==> config.mk <==
export PLATFORM = sky130hd
export DESIGN_NAME = pw_attempt_sequencer_flat
export DESIGN_NICKNAME = d
export VERILOG_FILES = /design/src/rtl/pw_attempt_sequencer_if.sv /design/src/rtl/pw_attempt_sequencer.sv /design/src/flat_wrapper.sv
export SDC_FILE = /design/constraint.sdc
export NUM_CORES = 1
export LEC_CHECK = 0
export CORE_ASPECT_RATIO = 2
export CORE_UTILIZATION = 49
export CTS_CLUSTER_DIAMETER = 200
export DETAILED_ROUTE_END_ITERATION = 10
export GPL_TIMING_DRIVEN = 0
export PLACE_DENSITY = 0.79
export SLEW_MARGIN = 20
export SYNTH_ARGS = -nofsm -noshare
export SYNTH_HDL_FRONTEND = slang
export SYNTH_SLANG_ARGS = --single-unit
==> constraint.sdc <==
create_clock -name clk -period 2 [get_ports clk]
set_input_delay 0.3 -clock clk [delete_from_list [all_inputs] [get_ports clk]]
set_output_delay 0.3 -clock clk [all_outputs]
set_load 0.03 [all_outputs]
==> src/rtl/pw_attempt_sequencer_if.sv <==
// Host-side command/status bundle of the password-lock attempt sequencer.
// The host drives the request; the sequencer returns status and results.
interface pw_attempt_sequencer_if #(
    parameter int CHAR_W    = 8,
    parameter int MAX_FAILS = 3
);
    localparam int FC_W = $clog2(MAX_FAILS + 1);

    logic              start;
    logic [CHAR_W-1:0] cand_char;
    logic              busy;
    logic              done;
    logic              result_open;
    logic              result_wrong;
    logic              result_tmo;
    logic              locked_out;
    logic [FC_W-1:0]   fail_count;

    modport master (
        output start, cand_char,
        input  busy, done, result_open, result_wrong, result_tmo,
               locked_out, fail_count
    );

    modport slave (
        input  start, cand_char,
        output busy, done, result_open, result_wrong, result_tmo,
               locked_out, fail_count
    );
endinterface

==> src/rtl/pw_attempt_sequencer.sv <==
// Sequences one single-character unlock attempt per accepted request:
// lock reset, enter press with the candidate, then wait for the verdict.
// Tracks consecutive failures and enforces a timed lockout.
module pw_attempt_sequencer #(
    parameter int CHAR_W         = 8,
    parameter int RST_CYCLES     = 2,
    parameter int ENTER_CYCLES   = 3,
    parameter int TIMEOUT        = 16,
    parameter int MAX_FAILS      = 3,
    parameter int LOCKOUT_CYCLES = 32
) (
    input  logic                   clk,
    input  logic                   reset_n,
    pw_attempt_sequencer_if.slave  host,
    output logic                   o_lock_rst_n,
    output logic [CHAR_W-1:0]      o_lock_char,
    output logic                   o_lock_enter,
    input  logic                   i_lock_open,
    input  logic                   i_lock_wrong
);
    localparam int FC_W    = $clog2(MAX_FAILS + 1);
    localparam int MAX_A   = (RST_CYCLES > ENTER_CYCLES) ? RST_CYCLES : ENTER_CYCLES;
    localparam int MAX_B   = (TIMEOUT > LOCKOUT_CYCLES) ? TIMEOUT : LOCKOUT_CYCLES;
    localparam int CNT_MAX = (MAX_A > MAX_B) ? MAX_A : MAX_B;
    localparam int CNT_W   = $clog2(CNT_MAX);

    localparam logic [CNT_W-1:0] RST_LAST   = CNT_W'(RST_CYCLES - 1);
    localparam logic [CNT_W-1:0] ENTER_LAST = CNT_W'(ENTER_CYCLES - 1);
    localparam logic [CNT_W-1:0] TMO_LAST   = CNT_W'(TIMEOUT - 1);
    localparam logic [CNT_W-1:0] LOCK_LAST  = CNT_W'(LOCKOUT_CYCLES - 1);
    localparam logic [FC_W-1:0]  FAIL_MAX   = FC_W'(MAX_FAILS);

    typedef enum logic [2:0] {
        S_IDLE,
        S_RST,
        S_PRESS,
        S_WAIT,
        S_REPORT,
        S_LOCKOUT
    } state_t;

    // Verdict encoding: {open, wrong, timeout}
    localparam logic [2:0] K_OPEN  = 3'b100;
    localparam logic [2:0] K_WRONG = 3'b010;
    localparam logic [2:0] K_TMO   = 3'b001;

    state_t            r_state;
    logic [CNT_W-1:0]  r_cnt;
    logic [2:0]        r_kind;
    logic [2:0]        r_res;
    logic [FC_W-1:0]   r_fail;
    logic [CHAR_W-1:0] r_lock_char;
    logic              r_busy;
    logic              r_done;
    logic              r_locked_out;
    logic              r_lock_rst_n;
    logic              r_lock_enter;

    state_t            w_state_nxt;
    logic [CNT_W-1:0]  w_cnt_nxt;
    logic [2:0]        w_kind_nxt;
    logic [2:0]        w_res_nxt;
    logic [FC_W-1:0]   w_fail_nxt;
    logic [FC_W-1:0]   w_fail_inc;
    logic [CHAR_W-1:0] w_char_nxt;
    logic              w_busy_nxt;
    logic              w_done_nxt;
    logic              w_locked_out_nxt;
    logic              w_lock_rst_n_nxt;
    logic              w_lock_enter_nxt;

    // State, phase counter, results and all outputs are registered here.
    always_ff @(posedge clk) begin
        if (!reset_n) begin
            r_state      <= S_IDLE;
            r_cnt        <= '0;
            r_kind       <= '0;
            r_res        <= '0;
            r_fail       <= '0;
            r_lock_char  <= '0;
            r_busy       <= 1'b0;
            r_done       <= 1'b0;
            r_locked_out <= 1'b0;
            r_lock_rst_n <= 1'b0;
            r_lock_enter <= 1'b0;
        end else begin
            r_state      <= w_state_nxt;
            r_cnt        <= w_cnt_nxt;
            r_kind       <= w_kind_nxt;
            r_res        <= w_res_nxt;
            r_fail       <= w_fail_nxt;
            r_lock_char  <= w_char_nxt;
            r_busy       <= w_busy_nxt;
            r_done       <= w_done_nxt;
            r_locked_out <= w_locked_out_nxt;
            r_lock_rst_n <= w_lock_rst_n_nxt;
            r_lock_enter <= w_lock_enter_nxt;
        end
    end

    // Next-state, phase timing and next output values.
    // Status outputs decode the current state, so they trail the state by one
    // cycle; results and fail_count are written on leaving REPORT so they
    // change on the same edge that raises done.
    always_comb begin
        w_state_nxt = r_state;
        w_cnt_nxt   = r_cnt;
        w_kind_nxt  = r_kind;
        w_res_nxt   = r_res;
        w_fail_nxt  = r_fail;
        w_char_nxt  = r_lock_char;
        w_fail_inc  = (r_fail == FAIL_MAX) ? r_fail : r_fail + FC_W'(1);

        w_busy_nxt       = (r_state != S_IDLE);
        w_done_nxt       = (r_state == S_REPORT);
        w_locked_out_nxt = (r_state == S_LOCKOUT);
        w_lock_rst_n_nxt = (r_state != S_RST);
        w_lock_enter_nxt = (r_state == S_PRESS);

        case (r_state)
            S_IDLE: begin
                if (host.start) begin
                    w_state_nxt = S_RST;
                    w_cnt_nxt   = '0;
                    w_char_nxt  = host.cand_char;
                    w_res_nxt   = '0;
                end
            end
            S_RST: begin
                if (r_cnt == RST_LAST) begin
                    w_state_nxt = S_PRESS;
                    w_cnt_nxt   = '0;
                end else begin
                    w_cnt_nxt = r_cnt + CNT_W'(1);
                end
            end
            S_PRESS: begin
                if (r_cnt == ENTER_LAST) begin
                    w_state_nxt = S_WAIT;
                    w_cnt_nxt   = '0;
                end else begin
                    w_cnt_nxt = r_cnt + CNT_W'(1);
                end
            end
            S_WAIT: begin
                if (i_lock_open) begin
                    w_kind_nxt  = K_OPEN;
                    w_state_nxt = S_REPORT;
                    w_cnt_nxt   = '0;
                end else if (i_lock_wrong) begin
                    w_kind_nxt  = K_WRONG;
                    w_state_nxt = S_REPORT;
                    w_cnt_nxt   = '0;
                end else if (r_cnt == TMO_LAST) begin
                    w_kind_nxt  = K_TMO;
                    w_state_nxt = S_REPORT;
                    w_cnt_nxt   = '0;
                end else begin
                    w_cnt_nxt = r_cnt + CNT_W'(1);
                end
            end
            S_REPORT: begin
                w_res_nxt = r_kind;
                w_cnt_nxt = '0;
                if (r_kind[2]) begin
                    w_fail_nxt  = '0;
                    w_state_nxt = S_IDLE;
                end else begin
                    w_fail_nxt  = w_fail_inc;
                    w_state_nxt = (w_fail_inc == FAIL_MAX) ? S_LOCKOUT : S_IDLE;
                end
            end
            S_LOCKOUT: begin
                if (r_cnt == LOCK_LAST) begin
                    w_state_nxt = S_IDLE;
                    w_cnt_nxt   = '0;
                    w_fail_nxt  = '0;
                end else begin
                    w_cnt_nxt = r_cnt + CNT_W'(1);
                end
            end
            default: begin
                w_state_nxt = S_IDLE;
                w_cnt_nxt   = '0;
            end
        endcase
    end

    assign host.busy         = r_busy;
    assign host.done         = r_done;
    assign host.result_open  = r_res[2];
    assign host.result_wrong = r_res[1];
    assign host.result_tmo   = r_res[0];
    assign host.locked_out   = r_locked_out;
    assign host.fail_count   = r_fail;
    assign o_lock_rst_n      = r_lock_rst_n;
    assign o_lock_char       = r_lock_char;
    assign o_lock_enter      = r_lock_enter;
endmodule

==> src/flat_wrapper.sv <==
// flat-port wrapper written by rule: the top's interface ports become plain ports
module pw_attempt_sequencer_flat 
#(
    parameter int CHAR_W         = 8,
    parameter int RST_CYCLES     = 2,
    parameter int ENTER_CYCLES   = 3,
    parameter int TIMEOUT        = 16,
    parameter int MAX_FAILS      = 3,
    parameter int LOCKOUT_CYCLES = 32
)
  (clk, reset_n, o_lock_rst_n, o_lock_char, o_lock_enter, i_lock_open, i_lock_wrong, host_start, host_cand_char, host_busy, host_done, host_result_open, host_result_wrong, host_result_tmo, host_locked_out, host_fail_count);
  pw_attempt_sequencer_if #(.CHAR_W(CHAR_W), .MAX_FAILS(MAX_FAILS)) host_i ();
  input  logic clk;
  input  logic reset_n;
  output logic o_lock_rst_n;
  output logic [CHAR_W-1:0] o_lock_char;
  output logic o_lock_enter;
  input  logic i_lock_open;
  input  logic i_lock_wrong;
  input wire logic [$bits(host_i.start)-1:0] host_start;
  input wire logic [$bits(host_i.cand_char)-1:0] host_cand_char;
  output wire logic [$bits(host_i.busy)-1:0] host_busy;
  output wire logic [$bits(host_i.done)-1:0] host_done;
  output wire logic [$bits(host_i.result_open)-1:0] host_result_open;
  output wire logic [$bits(host_i.result_wrong)-1:0] host_result_wrong;
  output wire logic [$bits(host_i.result_tmo)-1:0] host_result_tmo;
  output wire logic [$bits(host_i.locked_out)-1:0] host_locked_out;
  output wire logic [$bits(host_i.fail_count)-1:0] host_fail_count;
  assign host_i.start = host_start;
  assign host_i.cand_char = host_cand_char;
  assign host_busy = host_i.busy;
  assign host_done = host_i.done;
  assign host_result_open = host_i.result_open;
  assign host_result_wrong = host_i.result_wrong;
  assign host_result_tmo = host_i.result_tmo;
  assign host_locked_out = host_i.locked_out;
  assign host_fail_count = host_i.fail_count;
  pw_attempt_sequencer #(.CHAR_W(CHAR_W), .RST_CYCLES(RST_CYCLES), .ENTER_CYCLES(ENTER_CYCLES), .TIMEOUT(TIMEOUT), .MAX_FAILS(MAX_FAILS), .LOCKOUT_CYCLES(LOCKOUT_CYCLES)) u_core (.clk(clk), .reset_n(reset_n), .host(host_i), .o_lock_rst_n(o_lock_rst_n), .o_lock_char(o_lock_char), .o_lock_enter(o_lock_enter), .i_lock_open(i_lock_open), .i_lock_wrong(i_lock_wrong));
endmodule
# Yosys cells after proc, flatten, opt, wreduce, memory -nomap -nowiden
# Index checks and enable logic that the tools add are counted.
# W data, S select, Z words.
[totals] reg_bits=29 latchBits=0 mem_bits_rw=0 mem_bits_ro=0 in_bits=13 out_inout_bits=18 word_cells=67 memories=0
[op_classes] addsub=2 mul=0 div_mod_pow=0 order_cmp=0 n_eq_ne=17 n_shift=0 mux=27 n_bitwise=0 n_reduce_logical=10
[op_table] op="$mux W3" n=13
[op_table] op="$mux W5" n=7
[op_table] op="$pmux W5 S5" n=1
[op_table] op="$pmux W3 S6" n=1
[op_table] op="$reduce_and A2 Y1" n=4
[op_table] op="$eq A3 B2 Y1 const B" n=2
[op_table] op="$eq A3 B3 Y1 const B" n=2
[op_table] op="$mux W2" n=3
[op_table] op="$ne A2 B2 Y1 const B" n=3
[op_table] op="$pmux W3 S2" n=1
[op_table] op="$reduce_bool A3 Y1" n=2
[op_table] op="$add A5 B1 Y5 const B" n=1
[op_table] op="$eq A5 B1 Y1 const B" n=1
[op_table] op="$eq A5 B2 Y1 const B" n=1
[op_table] op="$eq A5 B4 Y1 const B" n=1
[op_table] op="$eq A5 B5 Y1 const B" n=1
[op_table] op="$reduce_and A5 Y1" n=1
[op_table] op="$eq A2 B2 Y1 const B" n=2
[op_table] op="$ne A4 B3 Y1 const B" n=1
[op_table] op="$pmux W2 S2" n=1
[op_table] op="$reduce_bool A2 Y1" n=2
[op_table] op="$eq A3 B1 Y1 const B" n=1
[op_table] op="$logic_not A3 Y1" n=1
[op_table] op="$ne A3 B1 Y1 const B" n=1
[op_table] op="2 further kinds" n=2

# Logic depth before layout (Yosys ltp)
[logic_depth] depth_word=6 ltp_mapped=7

# Least setup slack after synthesis
# No wires, ideal clock.
[synth_timing] kind="flip-flop to flip-flop" from="reg u_core.r_cnt[0]" to="reg u_core.r_cnt[1]" setup_ns=0.117 arrival_ns=1.653 required_time_ns=1.883 setup_slack_ns=0.230 stages_incl_launch_ff=8 cell_sequence="dfxtp_1 -> inv_1 -> ha_1 -> or4b_1 -> a22oi_2 -> inv_2 -> or2_4 -> a32o_1"
[synth_between] elab_chain_cells=5 elab_cells_between_ends=12
[synth_lines] item="start, declared" line="pw_attempt_sequencer.sv:48" source="logic [CNT_W-1:0] r_cnt;"
[synth_lines] item="start signal, assigned" line="pw_attempt_sequencer.sv:88" source="r_cnt <= w_cnt_nxt;"
[synth_lines] item="$add A5 B1 Y5 / $eq A5 B4 Y1 (equally long branches)"
[synth_lines] item="$mux W5" line="pw_attempt_sequencer.sv:154" source="end else if (r_cnt == TMO_LAST) begin"
[synth_lines] item="$mux W5" line="pw_attempt_sequencer.sv:150" source="end else if (i_lock_wrong) begin"
[synth_lines] item="$mux W5" line="pw_attempt_sequencer.sv:146" source="if (i_lock_open) begin"
[synth_lines] item="$pmux W5 S5 *" line="pw_attempt_sequencer.sv:120" source="case (r_state)"
# Mark *: on every way between the ends. The rest lies on a longest branch, timed or not.
# A chain may end at the register's enable or synchronous reset.

# Worst setup path in the final report
[layout_timing] from="reg u_core.r_state[1]" to="reg u_core.r_kind[0]"
[layout_between] elab_chain_cells=2
[layout_lines] item="start, declared" line="pw_attempt_sequencer.sv:47" source="state_t r_state;"
[layout_lines] item="start signal, assigned" line="pw_attempt_sequencer.sv:87" source="r_state <= w_state_nxt;"
[layout_lines] item="$eq A3 B2 Y1" line="pw_attempt_sequencer.sv:120"
[layout_lines] item="$reduce_and A2 Y1 (no line)"
[layout_lines] item="end signal, assigned" line="pw_attempt_sequencer.sv:89" source="r_kind <= w_kind_nxt;"
[layout_lines] item="end, declared" line="pw_attempt_sequencer.sv:49" source="logic [2:0] r_kind;"
# Every way passes these cells.

==> qor.yml <==
flow_run:
  maxCapViolations: 0
yosys:
  ys_seq_area_share_pct: 42.3
  synth_area_per_cell_um2: 8.41
  synth_edf_count: 0
  ys_seq_elements: 29
  ys.warnings.count: 0
  synth_area_leaders: "dfxtp_1 (42%), nand2_1 (7.9%), a21boi_1 (7.1%)"
  synth_top_cell_area_share_pct: 42.3
  synthCells: 163
  synth_cell_types: 37
  async_reset_ff_share_pct: 0
  synth_area_leader_cell: "dfxtp_1"
  synthFlopType: "dfxtp_1"
  syn_nets: 180
  syn_area_um2: 1370
place:
  dp.cells: 221
  hpwl_mm: 2.46
  pre_cts_slack_ns: 0.0747
  gp_congestion: 0.839
  io_buffers: 30
sta:
  setup_violations: 0
  rsz0062_at_grt: "false"
  fmax_mhz: 524
  final_hold_viol_count: 0
  skew_ns: 0.00175
  min_period_ns: 1.91
  setup_tns_ns: 0
  worst_pin_slew_ns: 0.721
  relSlewSlack_pct: 51.8
  finalMaxSlewViolations: 0
  fin_crit_sh_pct: 95.5
  layout_setup_ws_ns: 0.0901
cts:
  htree_levels: 2
  cts_tree: "built"
  clk_pin_slew_ns: 0.06
  cts_max_path_buffers: 2
  cts.sink_count: 29
  clock_latency_ns: 0.28
  cts-buffers-inserted: 5
  clockRootBuffer: "clkbuf_8"
global_routing:
  antenna_found_initial: 0
  grt_usage_pct: 23.7
  grt_max_degree: 11
  grt_pass1_vias: 1129
  overflow: 0
  grt_pass1_wl_mm: 5.05
setup_path:
  arrival_ns: 2.08
  criticalPathCategory: "flop to flop"
  crit_path_end_kind: "flop"
  start_kind: "flop"
  path_max_fanout: 10
  worstPathRequired_ns: 2.17
worst_hold_path:
  holdCritPathClass: "flop to flop"
routing:
  wl_mm: 3.24
  firstDrtPassIters: 4
  dr_total_vias: 1325
  wl_per_cell_um: 14.1
  drc_errors: 0
  initialDrtViolationCount: 46
  via_per_inst: 5.76
  antenna_left: 0
floorplan:
  die-area_um2: 3030
  start_util_pct: 52.7
  io_pins: 31
  coreArea_um2: 2600
  die_w_um: 39.4
  die_y_um: 76.8
  row_count: 26
final_layout:
  final_common_cell: "clkdlybuf4s50_1"
  area_growth_pct: 31.2
  final_cells: 230
  layout_common_cells: "clkdlybuf4s50_1 (30), nand2_1 (29), dfxtp_1 (27)"
  drive_gt1_share_pct: 7.92
  fill_cells: 217
  diodes: 0
  layout.nets: 218
power:
  peakVddDrop_v: 0.000969
  finalPower_w: 0.00196
  p_leak_nw: 0.639
  power.density_nw_per_um2: 1090
outcome:
  run_status: "finished, final reports clean"
[layer usage]
metal	vias to the layer above	global-route usage [%]	part of all wire [%]
met4	0	10.3	2.2
met5	-	0	0
li1	646	-	-
met2	42	42.3	57
met3	10	6.65	4.9
met1	627	22.6	35
[where the power goes]
group	switching, W	internal (W)
clock	0.000215	0.000240
sequential	0.0000674	0.000672
combinational	0.000446	0.000321
total	0.000728	0.00123
[what timing repair did]
item,4_1_cts,5_1_grt
gates resized for setup,0,2
hold buffers,0,0
setup buffers,0,1
setup endpoints to repair,0,1
[cell families (layout without fill, tap and decap cells)]
logic type	Yosys count	after routing	synth area share, %
AOI/OAI and AO/OA	37	37	19.3
adders and majority gates	4	4	3.65
buffers and inverters	15	54	4.11
DFF	29	29	42.3
muxes	1	1	0.730
and+or+nand+nor	77	77	29.9
[cell type report]
type	count	area, µm²	area share, %
multi-input combinational	119	734	40.8
tap	28	35.0	1.95
buffer	8	30.0	1.67
clock buffer	6	72.6	4.03
sequential	29	583	32.4
timing repair buffer	31	308	17.1
clock inverter	2	10.0	0.556
inverter	7	26.3	1.46
[registers in the layout (all words and copies together), names as in the netlist]
register                count
u_core.o_lock_char          8
u_core.r_cnt                5
u_core.r_kind               3
u_core.r_res                3
u_core.r_state              3
u_core.host.fail_count      2
u_core.host.busy            1
u_core.host.done            1
u_core.host.locked_out      1
u_core.o_lock_enter         1
u_core.o_lock_rst_n         1
[Yosys cell counts, drive strengths merged, types with 2 or more instances]
library cell / number
a21boi: 13
a21oi: 7
a22oi: 2
and2: 4
clkbuf: 7
dfxtp: 29
ha: 4
inv: 7
nand2: 29
nand3: 6
nand3b: 4
nor2: 8
nor2b: 8
nor3: 5
nor3b: 5
nor4b: 2
o21ai: 5
or4b: 2
[metrics by stage]
step,cell area [µm²],hold slack [ns],util [%]
final,1800,0.453,69.1
after global routing,1800,0.472,69.1
after CTS,1790,0.456,68.8
after detailed placement,1710,0.448,65.6
after global placement,1710,0.440,65.6
after floorplan,1370,0.430,-
[worst paths after layout]
check,depth (start not counted),from,to,slack [ns]
worst max-delay path,6,u_core.r_state[1]$_SDFFE_PN0P_,u_core.r_kind[0]$_SDFFE_PN0P_,0.09
worst min-delay path,2,u_core.o_lock_char[4]$_SDFFE_PN0P_,u_core.o_lock_char[4]$_SDFFE_PN0P_,0.45
worst max register to register,6,u_core.r_state[1]$_SDFFE_PN0P_,u_core.r_kind[0]$_SDFFE_PN0P_,0.09
worst min register to register,2,u_core.o_lock_char[4]$_SDFFE_PN0P_,u_core.o_lock_char[4]$_SDFFE_PN0P_,0.45
[worst max-delay path, stage by stage (launching register included)]
cell      delay, ns
dfxtp_1        0.38
clkbuf_1       0.40
inv_2          0.11
nor3b_1        0.43
o31ai_1        0.22
a22oi_1        0.19
nor2b_1        0.07
No activity file was read; power rests on OpenSTA's default activity.
